### config.mk
export PLATFORM = sky130hd
export DESIGN_NAME = uart_tx
export DESIGN_NICKNAME = d
export VERILOG_FILES = /design/src/rtl/uart_pkg.sv /design/src/rtl/uart_bit_timer.sv /design/src/rtl/uart_tx.sv
export SDC_FILE = /design/constraint.sdc
export NUM_CORES = 1
export LEC_CHECK = 0
export CAP_MARGIN = 10
export CORE_MARGIN = 3
export CORE_UTILIZATION = 36
export DETAILED_ROUTE_END_ITERATION = 12
export SLEW_MARGIN = 20
export SYNTH_ARGS = -nofsm -noshare
export SYNTH_HDL_FRONTEND = slang
export SYNTH_HIERARCHICAL = 1
export SYNTH_SLANG_ARGS = --single-unit
### constraint.sdc
create_clock -name i_clk -period 1.6 [get_ports i_clk]
set_input_delay 0.32 -clock i_clk [delete_from_list [all_inputs] [get_ports i_clk]]
set_output_delay 0.32 -clock i_clk [all_outputs]
set_load 0.05 [all_outputs]
### src/rtl/uart_pkg.sv
// Shared types and constants for the UART transmitter.
package uart_pkg;

  typedef enum logic [2:0] {
    IDLE   = 3'd0,
    START  = 3'd1,
    DATA   = 3'd2,
    PARITY = 3'd3,
    STOP   = 3'd4
  } uart_tx_state_t;

  localparam int   UART_DATA_BITS = 8;
  localparam logic LINE_IDLE      = 1'b1;
  localparam logic LINE_START     = 1'b0;
  localparam logic LINE_STOP      = 1'b1;

endpackage

### src/rtl/uart_bit_timer.sv
// Bit-period timer: one-cycle o_bit_done pulse every CLKS_PER_BIT cycles,
// restarted from zero by i_clear and after each pulse.
module uart_bit_timer #(
  parameter int CLKS_PER_BIT = 16
) (
  input  logic i_clk,
  input  logic i_rst,
  input  logic i_clear,
  output logic o_bit_done
);

  localparam int CNT_W = $clog2(CLKS_PER_BIT);
  localparam logic [CNT_W-1:0] LAST = CNT_W'(CLKS_PER_BIT - 1);

  logic [CNT_W-1:0] r_cnt;
  logic             w_done;

  assign w_done     = (r_cnt == LAST);
  assign o_bit_done = w_done;

  always_ff @(posedge i_clk) begin
    if (i_rst || i_clear || w_done) begin
      r_cnt <= '0;
    end else begin
      r_cnt <= r_cnt + 1'b1;
    end
  end

endmodule

### src/rtl/uart_tx.sv
// Byte-wide UART transmitter with valid/ready input; 8N1 by default,
// 8E1 when UART_TX_PARITY_EN is defined.
module uart_tx
  import uart_pkg::*;
#(
  parameter int CLKS_PER_BIT = 16
) (
  input  logic                      i_clk,
  input  logic                      i_rst,
  input  logic [UART_DATA_BITS-1:0] i_data_in,
  input  logic                      i_valid,
  output logic                      o_ready,
  output logic                      o_tx,
  output logic                      o_busy
);

  uart_tx_state_t            r_state;
  uart_tx_state_t            w_next;
  logic [UART_DATA_BITS-1:0] r_shreg;
  logic [2:0]                r_bit_idx;
  logic                      w_tx;
  logic                      w_ready;
  logic                      w_accept;
  logic                      w_bit_done;
  logic                      w_last_bit;
`ifdef UART_TX_PARITY_EN
  logic                      r_parity;
`endif

  assign w_accept   = i_valid && w_ready;
  assign w_last_bit = (r_bit_idx == 3'(UART_DATA_BITS - 1));

  // Timer is held cleared while idle, so bit timing starts at the accept edge.
  uart_bit_timer #(
    .CLKS_PER_BIT(CLKS_PER_BIT)
  ) u_bit_timer (
    .i_clk     (i_clk),
    .i_rst     (i_rst),
    .i_clear   (r_state == IDLE),
    .o_bit_done(w_bit_done)
  );

  always_ff @(posedge i_clk) begin
    if (i_rst) begin
      r_state   <= IDLE;
      r_shreg   <= '0;
      r_bit_idx <= '0;
`ifdef UART_TX_PARITY_EN
      r_parity  <= 1'b0;
`endif
    end else begin
      r_state <= w_next;
      if (w_accept) begin
        r_shreg   <= i_data_in;
        r_bit_idx <= '0;
`ifdef UART_TX_PARITY_EN
        r_parity  <= ^i_data_in;
`endif
      end else if (r_state == DATA && w_bit_done) begin
        r_shreg   <= {1'b0, r_shreg[UART_DATA_BITS-1:1]};
        r_bit_idx <= r_bit_idx + 3'd1;
      end
    end
  end

  always_comb begin
    w_next  = r_state;
    w_tx    = LINE_IDLE;
    w_ready = 1'b0;
    case (r_state)
      IDLE: begin
        w_ready = 1'b1;
        if (i_valid) w_next = START;
      end
      START: begin
        w_tx = LINE_START;
        if (w_bit_done) w_next = DATA;
      end
      DATA: begin
        w_tx = r_shreg[0];
        if (w_bit_done && w_last_bit) begin
`ifdef UART_TX_PARITY_EN
          w_next = PARITY;
`else
          w_next = STOP;
`endif
        end
      end
`ifdef UART_TX_PARITY_EN
      PARITY: begin
        w_tx = r_parity;
        if (w_bit_done) w_next = STOP;
      end
`endif
      STOP: begin
        w_tx = LINE_STOP;
        if (w_bit_done) w_next = IDLE;
      end
      default: w_next = IDLE;
    endcase
  end

  assign o_tx    = w_tx;
  assign o_ready = w_ready;
  assign o_busy  = ~w_ready;

endmodule
; Yosys cells after proc, flatten, opt, wreduce, memory -nomap -nowiden
; Cells that the tools add are included.
[word_totals]
output_inout_bits = 3
reg_bits = 18
in_bits = 11
[classes]
n_addsub = 2
n_mux = 9
n_bitwise = 1
reduce_logical = 9
n_eq_ne = 9
[ops]
columns = op, n
row1 = $mux W8, 2
row2 = $mux W3, 4
row3 = $pmux W3 S4, 1
row4 = $eq A3 B3 Y1 const B, 2
row5 = $ne A2 B1 Y1 const B, 3
row6 = $add A4 B1 Y4 const B, 1
row7 = $eq A4 B4 Y1 const B, 1
row8 = $reduce_and A4 Y1, 1
row9 = $add A3 B1 Y3 const B, 1
row10 = $eq A3 B1 Y1 const B, 1
row11 = $eq A3 B2 Y1 const B, 1
row12 = $logic_and A1 B1 Y1, 3
row13 = $logic_not A3 Y1, 1
row14 = $logic_or A1 B1 Y1, 2
row15 = $ne A2 B2 Y1 const B, 1
row16 = $pmux W1 S2, 1
row17 = $reduce_bool A2 Y1, 1
row18 = $reduce_or A2 Y1, 1
row19 = $mux W1, 1
row20 = $not A1 Y1, 1

; Depth between registers and ports, before layout
; Gate-level depths: netlist of run 1.
[depth]
word_depth = 4
ltp_mapped = 7

; Cells and area by module
; The synthesis of run 1 kept the hierarchy.
[modules_own_cells]
columns = mod, cells_each, n_inst, seq_area_each_um2, area_per_inst_um2
row1 = uart_tx, 71, 1, 280.3, 742.0
row2 = uart_bit_timer, 16, 1, 80.1, 157.7

; Worst setup path before layout of run 1
; OpenSTA, ideal clock, no wires.
[synth_timing]
path_type = register to output
startpoint = reg r_state[2]
endpoint = out o_busy
arrival_time_ps = 2314
setup_slack_ps = -1034
required_time_ps = 1280
path_buffers = 1
path_stages_with_launch = 4
path_cell_list = dfxtp_1 > buf_2 > nor3_1 > inv_1
[synth_between]
elab_chain_cells = 3
[synth_rtl]
columns = item, line
row1 = start: declaration, uart_tx.sv:17  ; uart_tx_state_t r_state;
row2 = start signal: assignment, uart_tx.sv:52  ; r_state <= w_next;
row3 = $logic_not A3 Y1, uart_tx.sv:70  ; case (r_state)
row4 = $mux W1, uart_tx.sv:70
row5 = named net o_ready, uart_tx.sv:12  ; output logic o_ready,
row6 = $not A1 Y1, uart_tx.sv:105  ; assign o_busy = ~w_ready;
row7 = end: declaration, uart_tx.sv:14  ; output logic o_busy
; The timed path passes the listed nets, and every way through them passes these cells.

; Worst setup path in the final report of run 1
[layout_timing]
startpoint = reg r_state[1]
endpoint = out o_ready
[layout_between]
elab_chain_cells = 2
[layout_rtl]
columns = item, line
row1 = $logic_not A3 Y1, uart_tx.sv:70
row2 = $mux W1, uart_tx.sv:70
row3 = end: declaration, uart_tx.sv:12
; No other way between the ends.

==> results of run 1 <==
[cell usage after synthesis, drive strengths merged (2+ instances only)]
cell    instances
dfxtp          18
nor2           11
mux2i          10
a211oi          8
buf             7
nor3            6
a21oi           3
ha              3
inv             3
nand2           2
nand3           2
nand3b          2
xnor2           2
[sequential cells by signal (all words and copies together) (netlist names)]
signal,count
r_state,3
r_shreg,8
r_bit_idx,3
u_bit_timer/r_cnt,4
[cell type report]
class	instances	area (µm²)	area share
clock buffer	4	36.3	0.0275
tap	28	35.0	0.0265
sequential	18	365	0.277
timing repair buffer	29	347	0.262
multi-input combinational	59	527	0.399
inverter	3	11.3	0.00852
[final timing paths]
| path | end | cells after the start |
|---|---|---|
| hold reg to reg | r_shreg[7]$_SDFFE_PP0P_ | 2 |
| setup / recovery | o_ready | 5 |
| setup reg to reg | r_shreg[6]$_SDFFE_PP0P_ | 7 |
| hold / removal | r_shreg[7]$_SDFFE_PP0P_ | 2 |
[cells by family (layout without fill, tap and decap cells)]
logic type      Yosys count  after routing
compound gates           12             12
xor+xnor                  3              3
fa+ha+maj                 3              3
buf+inv                  10             36
flops                    18             18
mux                      10             10
simple gates             31             31
[what timing repair did]
item                       in CTS  in global routing
hold buffers                    0                  0
cloned                          0                  1
pin swaps                       2                  2
setup endpoints to repair       6                 12
buffers inserted                7                  1
resized for setup               9                 10
[layer usage]
layer  vias to the layer above  global-route usage
li1                        365                   -
met1                       331               0.128
met2                         8               0.192
met3                         5              0.0487
met4                         0              0.0508
met5                         -                   0
[power by group through the flow]
stage	Combinational [mW]	Sequential, mW	Clock (mW)
2_1_floorplan	0.0980	0.484	0
3_3_place_gp	0.155	0.488	0
3_5_place_dp	0.158	0.488	0
4_1_cts	0.177	0.479	0.296
5_1_grt	0.195	0.485	0.305
6_report	0.183	0.483	0.282
[metrics by stage]
step,utilization,worst slack (ps),instances,hold WS [ps]
2_1_floorplan,-,-68.7,87,391
3_3_place_gp,0.487,-148,128,476
3_5_place_dp,0.487,-178,128,486
4_1_cts,0.542,-32.6,139,503
5_1_grt,0.575,-71.4,141,560
6_report,0.575,-24.1,141,514
[worst reg2reg max path, stage by stage (launching register included)]
cell,delay [ps]
dfxtp_2,360
ha_4,150
nand3_4,80
inv_2,70
and4bb_2,310
buf_12,150
mux2i_2,220
a211oi_2,80
==> out/metrics.yaml, run 1 <==
p_sw_frac: 0.250
drt_first_pass_iters: 4
power_switching_uw: 237
timing.rr.start: "u_bit_timer/r_cnt[1]$_SDFF_PP0_"
clock_power_share: 0.297
worstPathArrival_ps: 1300
grt_pass1_wl_um: 2850
seqPwrFrac: 0.510
io_buffers: 13
cp_top_family: "buffers and inverters"
synth_cells: 87
slew_headroom: 0.781
cts-root-buf: "clkbuf_4"
core_area_mm2: 0.00230
ys_ff_latch: 18
clock_skew_ps: 11.5
overflow: 0
route.detailed.drc: 0
hp-start: "r_shreg[7]$_SDFFE_PP0P_"
synthesis.area_um2: 900
wl_um: 1760
synth-edff-count: 0
cpMostUsedCell: "buf_12"
final_common_cell: "dfxtp_1"
grt_pass1_vias: 673
synth-xor-area-share: 0.0292
die_y_um: 56.0
synth_top_area_frac: 0.401
syn_nets: 101
slowest_stage: "dfxtp_2"
antenna_found_initial: 0
final_cell_mix: "dfxtp_1, nor2_1, clkdlybuf4s50_1, buf_4, a211oi_2"
finalSetupTns_ps: -47.3
worstSetupStartpointType: "flip-flop"
fillers: 200
clkSlewWorstSetupHoldPaths_ps: 110
clk_latency_ps: 300
finalPower_uw: 948
power_density_mw_per_mm2: 717
cts_tree: "yes"
dr_total_vias: 709
rsz0062_at_grt: "true"
reg2reg_slack_ps: 70
endpoint_kind: "primary output"
layout-drive-gt1-share: 0.434
crit_start: "r_state[1]$_SDFFE_PP0P_"
intPower_uw: 711
placementRows: 17
hpwl_um: 1150
finish.instance_area_mm2: 0.00132
yosysUniqueCellTypes: 30
required_ps: 1280
yosys.area_share.simple: 0.203
pin_count: 14
clock-sinks: 18
track_usage: 0.116
synth_area_leaders: "dfxtp_1, mux2i_1, a211oi_2"
final.period_utilization: 1.02
vdd_ir_drop_max_v: 0.000563
ant_nets: 0
critPathBufInv: 4
synth_largest_area_cell: "dfxtp_1"
synth_fa_ha_area_frac: 0.0417
final_max_slew_viol_count: 0
hp-class: "flip-flop to flip-flop"
wl_met1_um: 747
final_nets: 128
worst_pin_slew_ps: 328
wl_met2_um: 928
n_antenna_cell: 0
start_util: 0.392
status: "complete, but fails checks"
async_reset_ff_frac: 0
leakage_nw: 0.492
layout_setup_ws_ps: -24.1
post_drt_via_cell_ratio: 5.03
avgSynthCellArea_um2: 10.3
htreeDepth: 1
criticalPathCategory: "flip-flop to primary output"
slowest_delay_ps: 350
die_area_mm2: 0.00313
max_freq_mhz: 616
p_comb_frac: 0.193
synthFlopType: "dfxtp_1"
fin_crit_ps: 1620
hold_violations: 0
synth.area.mux_share: 0.111
maxCapViolations: 0
final-setup-viol-count: 2
synth_top_family_by_area: "simple AND/OR/NAND/NOR gates"
met3_length_um: 54
dpl-instance-area_mm2: 0.00112
die_w_um: 56.0
routedWlPerCell_um: 12.5
ys_seq_area_frac: 0.401
synth_compound_area_frac: 0.131
first_iter_violations: 8
syn_to_final_growth_pct: 46.9
cts_buffers: 3
place.gp.congestion: 0.771
cp_max_fo: 4
grt_max_degree: 16
violations: "setup timing"
top_layer: "met4"
cp_cell_sequence: "buf_12 -> buf_8 -> nor3_4 -> buf_6 -> buf_12"
clockBufferDepth: 2
ys_warn_count: 6
Power figures use the tool's default switching activity.
==> run 2: changes to the inputs <==
- clock period: 1.6 -> 1.9 ns (I/O delays scaled with it)
==> out/metrics.yaml, run 2 (synthesized netlist as in run 1, its figures left out) <==
post_cts.repair.setup_buffers: 0
cp_cell_sequence: "and2b_2 -> a21oi_1 -> or2_2 -> buf_12"
reg_top3: "r_shreg x8, u_bit_timer/r_cnt x4"
fin_crit_ps: 1780
clockBufferDepth: 2
grt_pass1_wl_um: 2530
die_y_um: 56.0
worstSetupStartpointType: "flip-flop"
slowest_stage: "dfxtp_2"
clk_latency_ps: 290
start_util: 0.392
vdd_ir_drop_max_v: 0.000306
wl_um: 1430
clock-sinks: 18
hold_violations: 0
layout-drive-gt1-share: 0.242
overflow: 0
leakage_nw: 0.398
antenna_found_initial: 0
cp_max_fo: 10
required_ps: 1520
hp-class: "flip-flop to flip-flop"
instances_no_fill: 127
cts-root-buf: "clkbuf_4"
power_density_mw_per_mm2: 652
slowest_delay_ps: 390
place.gp.congestion: 0.728
first_iter_violations: 5
worst_pin_slew_ps: 327
n_antenna_cell: 0
post_drt_via_cell_ratio: 5.12
finalSetupTns_ps: 0
final_max_slew_viol_count: 0
cts_buffers: 3
die_area_mm2: 0.00313
final_nets: 115
criticalPathCategory: "flip-flop to primary output"
routedWlPerCell_um: 11.2
syn_to_final_growth_pct: 21.4
io_buffers: 13
ctsResizeCount: 0
final.period_utilization: 0.937
drt_first_pass_iters: 3
pin_count: 14
rsz0062_at_grt: "false"
cts_tree: "yes"
fillers: 232
dp.cells: 124
cp_top_family: "simple AND/OR/NAND/NOR gates"
layout_setup_ws_ps: 119
reg2reg_slack_ps: 200
holdWs_ps: 452
ant_nets: 0
dr_total_vias: 650
core_area_mm2: 0.00230
status: "finished clean"
route.detailed.drc: 0
htreeDepth: 1
critPathBufInv: 1
largest_reg_flops: 8
final_cell_mix: "dfxtp_1, nor2_1, mux2i_1, clkdlybuf4s50_1, a211oi_2"
dp_slack_ps: 64.6
cts_hold_buf: 0
slew_headroom: 0.782
final_common_cell: "dfxtp_1"
worstPathArrival_ps: 1400
die_w_um: 56.0
clock_skew_ps: 2.25
clkSlewWorstSetupHoldPaths_ps: 100
endpoint_kind: "primary output"
hpwl_um: 1090
grt_pass1_vias: 603
placementRows: 17
track_usage: 0.0996
grt_max_degree: 17
max_freq_mhz: 562
regMostFlops: "r_shreg"
final-setup-viol-count: 0
maxCapViolations: 0
run 2: cell types whose count changed in the layout (fill, tap and decap cells not counted), sizes merged:
cell / change
buf: -12
clkbuf: -2
run 2: path summary, 6_finish.rpt:
path | start | to | cells past startpoint
setup reg to reg | u_bit_timer/r_cnt[0]$_SDFF_PP0_ | r_shreg[3]$_SDFFE_PP0P_ | 6
hold / removal | u_bit_timer/r_cnt[0]$_SDFF_PP0_ | u_bit_timer/r_cnt[0]$_SDFF_PP0_ | 1
setup / recovery | r_state[1]$_SDFFE_PP0P_ | o_tx | 4
hold reg to reg | u_bit_timer/r_cnt[0]$_SDFF_PP0_ | u_bit_timer/r_cnt[0]$_SDFF_PP0_ | 1
run 2: through the flow:
stage	power, mW	util	cell area [µm²]
2_1_floorplan	0.490	-	911
3_3_place_gp	0.537	0.464	1060
3_5_place_dp	0.539	0.464	1060
4_1_cts	0.725	0.473	1090
5_1_grt	0.746	0.475	1090
6_report	0.712	0.475	1090
run 2: worst reg2reg max path: cells and delay by family, from the launching register on:
kind            cells  cell delay, ps
compound gates      1              90
mux                 1             250
flops               1             360
fa+ha+maj           1             190
simple gates        2             530
buf+inv             1             160
run 2: cell type report:
cell class                 instances  area (µm²)  area share
multi-input combinational         59         479       0.439
sequential                        18         362       0.331
timing repair buffer              16         183       0.167
tap                               28        35.0      0.0321
clock buffer                       3        22.5      0.0206
inverter                           3        11.3      0.0103
run 2: power breakdown:
part,leakage (nW),internal [mW],switching (mW)
Sequential,0.148,0.393,0.00868
Combinational,0.237,0.0659,0.0603
Clock,0.0138,0.0737,0.110
Total,0.398,0.533,0.179
run 2: layer usage:
layer	vias up	global-route usage	share of wire	routed length, µm
li1	334	-	-	-
met1	307	0.120	0.43	618
met2	7	0.162	0.52	739
met3	2	0.0325	0.034	48
met4	0	0.0407	0.013	19
met5	-	0	0	0
==> edit: new RTL, settings of run 1 <==
The package constant `UART_DATA_BITS` goes from 8 to 12.
--- a/src/rtl/uart_pkg.sv
+++ b/src/rtl/uart_pkg.sv
@@ -9,7 +9,7 @@
     STOP   = 3'd4
   } uart_tx_state_t;
 
-  localparam int   UART_DATA_BITS = 8;
+  localparam int   UART_DATA_BITS = 12;
   localparam logic LINE_IDLE      = 1'b1;
   localparam logic LINE_START     = 1'b0;
   localparam logic LINE_STOP      = 1'b1;
Ports: changed (resized i_data_in); port bits go from 14 to 18. The function was not compared with the original's and may differ.
==> edit against run 1 <==
Global-route usage up 2.2 points. Wire length up 25%. Synthesized area up 14%. Count of clock-buffer cells in the layout down 1. Worst setup slack better by 80 ps. Via count up 26%. Power up 5.3%. Register-to-register slack better by 20 ps. Clock power down 16%. Non-clock buffer count up 4. Cell area up 8.8%. Sequential cell count up 4. Final cell count up 19%. Sequential share of layout area up 3.8 points. Critical path type unchanged.
==> edit: results <==
[global_route]
grt_pass1_wl_um = 3680
antenna_found_initial = 0
grt_pass1_vias = 865
grt_use_total = 0.137

[route]
dr.pass1.iters = 4
drt_iter0_markers = 19
vias = 894
wl_per_cell_um = 13.1
drt_wl_total_um = 2210

[power]
power_frac_comb = 0.175
p_leak_uw = 0.000524
pg_clk_uw = 237
p_int_uw = 753
worst_ir_drop_vdd_uv = 518
p_sw_uw = 245

[setup_path]
r2r-start = r_state[0]
ff2ff_setup_slack_ps = 90
critPathCapture = o_busy
crit_path_max_incr_delay_ps = 370
r2r_end = r_shreg[3]
cp.arrival_ps = 1220
crit_path_top_delay_cell = dfxtp_4
r2r_cells = 4
critPathMaxFanout = 3
critPathTopFamily = flip-flops
cp-startpoint = r_state[1]

[sta]
whs_ps = 474
finClkSkew_ps = 2.61
finalWorstSetupSlack_ps = 55.5
finalHoldViolCount = 0
relSlewSlack = 0.825

[synthesis]
ys_seq_area_frac = 0.429
synth.area.mux_share = 0.00976
synth.distinct_cells = 31
synthesis.nets = 130
synth_fa_ha_area_frac = 0.0366
ys_warn_count = 6
synth_top_cells_by_count = 22 x dfxtp_1, 11 x nand3_1, 10 x a21oi_1, 10 x nand2_1, 9 x a22oi_1
synth_compound_area_frac = 0.179
synth_xor_area_frac = 0.0256
synth_area_leaders = dfxtp_1 43%, a22oi_1 6.6%, nand3_1 5.4%
syn_area_per_cell_um2 = 9.16

[run_status]
status = completed

[layout]
top_regs = r_shreg (12), u_bit_timer/r_cnt (4)
drive_gt1_frac = 0.326
fillerInstances = 250

[placement]
pre_cts_ws_ps = -173
hpwlAfterDp_um = 1500
dp_cells = 160
placement.cell_area_mm2 = 0.00130
gp_congestion = 0.762
io_buffers = 17

[min_path]
hold_depth = 2
hold_path.class = reg2reg
hp-start = r_shreg[11]
min_to = r_shreg[11]

[clock_tree]
cts-resized-gates = 5
postCtsSetupBuffers = 3
cts_root_buf = clkbuf_4
## edit: changes by cell type after synthesis, sizes merged, moves of 2 or more
cell and change:
a311oi +3, nor2 -3, nand3b -2, clkbuf +2, a22oi +8, nand2 +8, dfxtp +4, nand3 +9
a21oi +7, mux2i -9, a211oi -8, nor2b +3
## edit: layer usage
layer,global-route usage,up-vias,routed length (um)
met3,0.0196,2,80
met4,0.0680,0,14
met2,0.229,12,1160
met5,0,-,0
met1,0.171,425,954
li1,-,455,-
## edit: layout make-up
| cell class | count | area [um2] | area share |
|---|---|---|---|
| Multi-Input combinational cell | 77 | 586 | 0.407 |
| Sequential cell | 22 | 452 | 0.314 |
| Timing Repair Buffer | 33 | 329 | 0.229 |
| Tap cell | 30 | 37.5 | 0.0261 |
| Clock buffer | 3 | 22.5 | 0.0157 |
| Inverter | 3 | 11.3 | 0.00783 |
## edit: worst reg2reg max path: stages, from the launching register on
cell	delay, ps
dfxtp_4	400
buf_4	150
or4b_4	630
nor2_1	160
a311oi_2	60
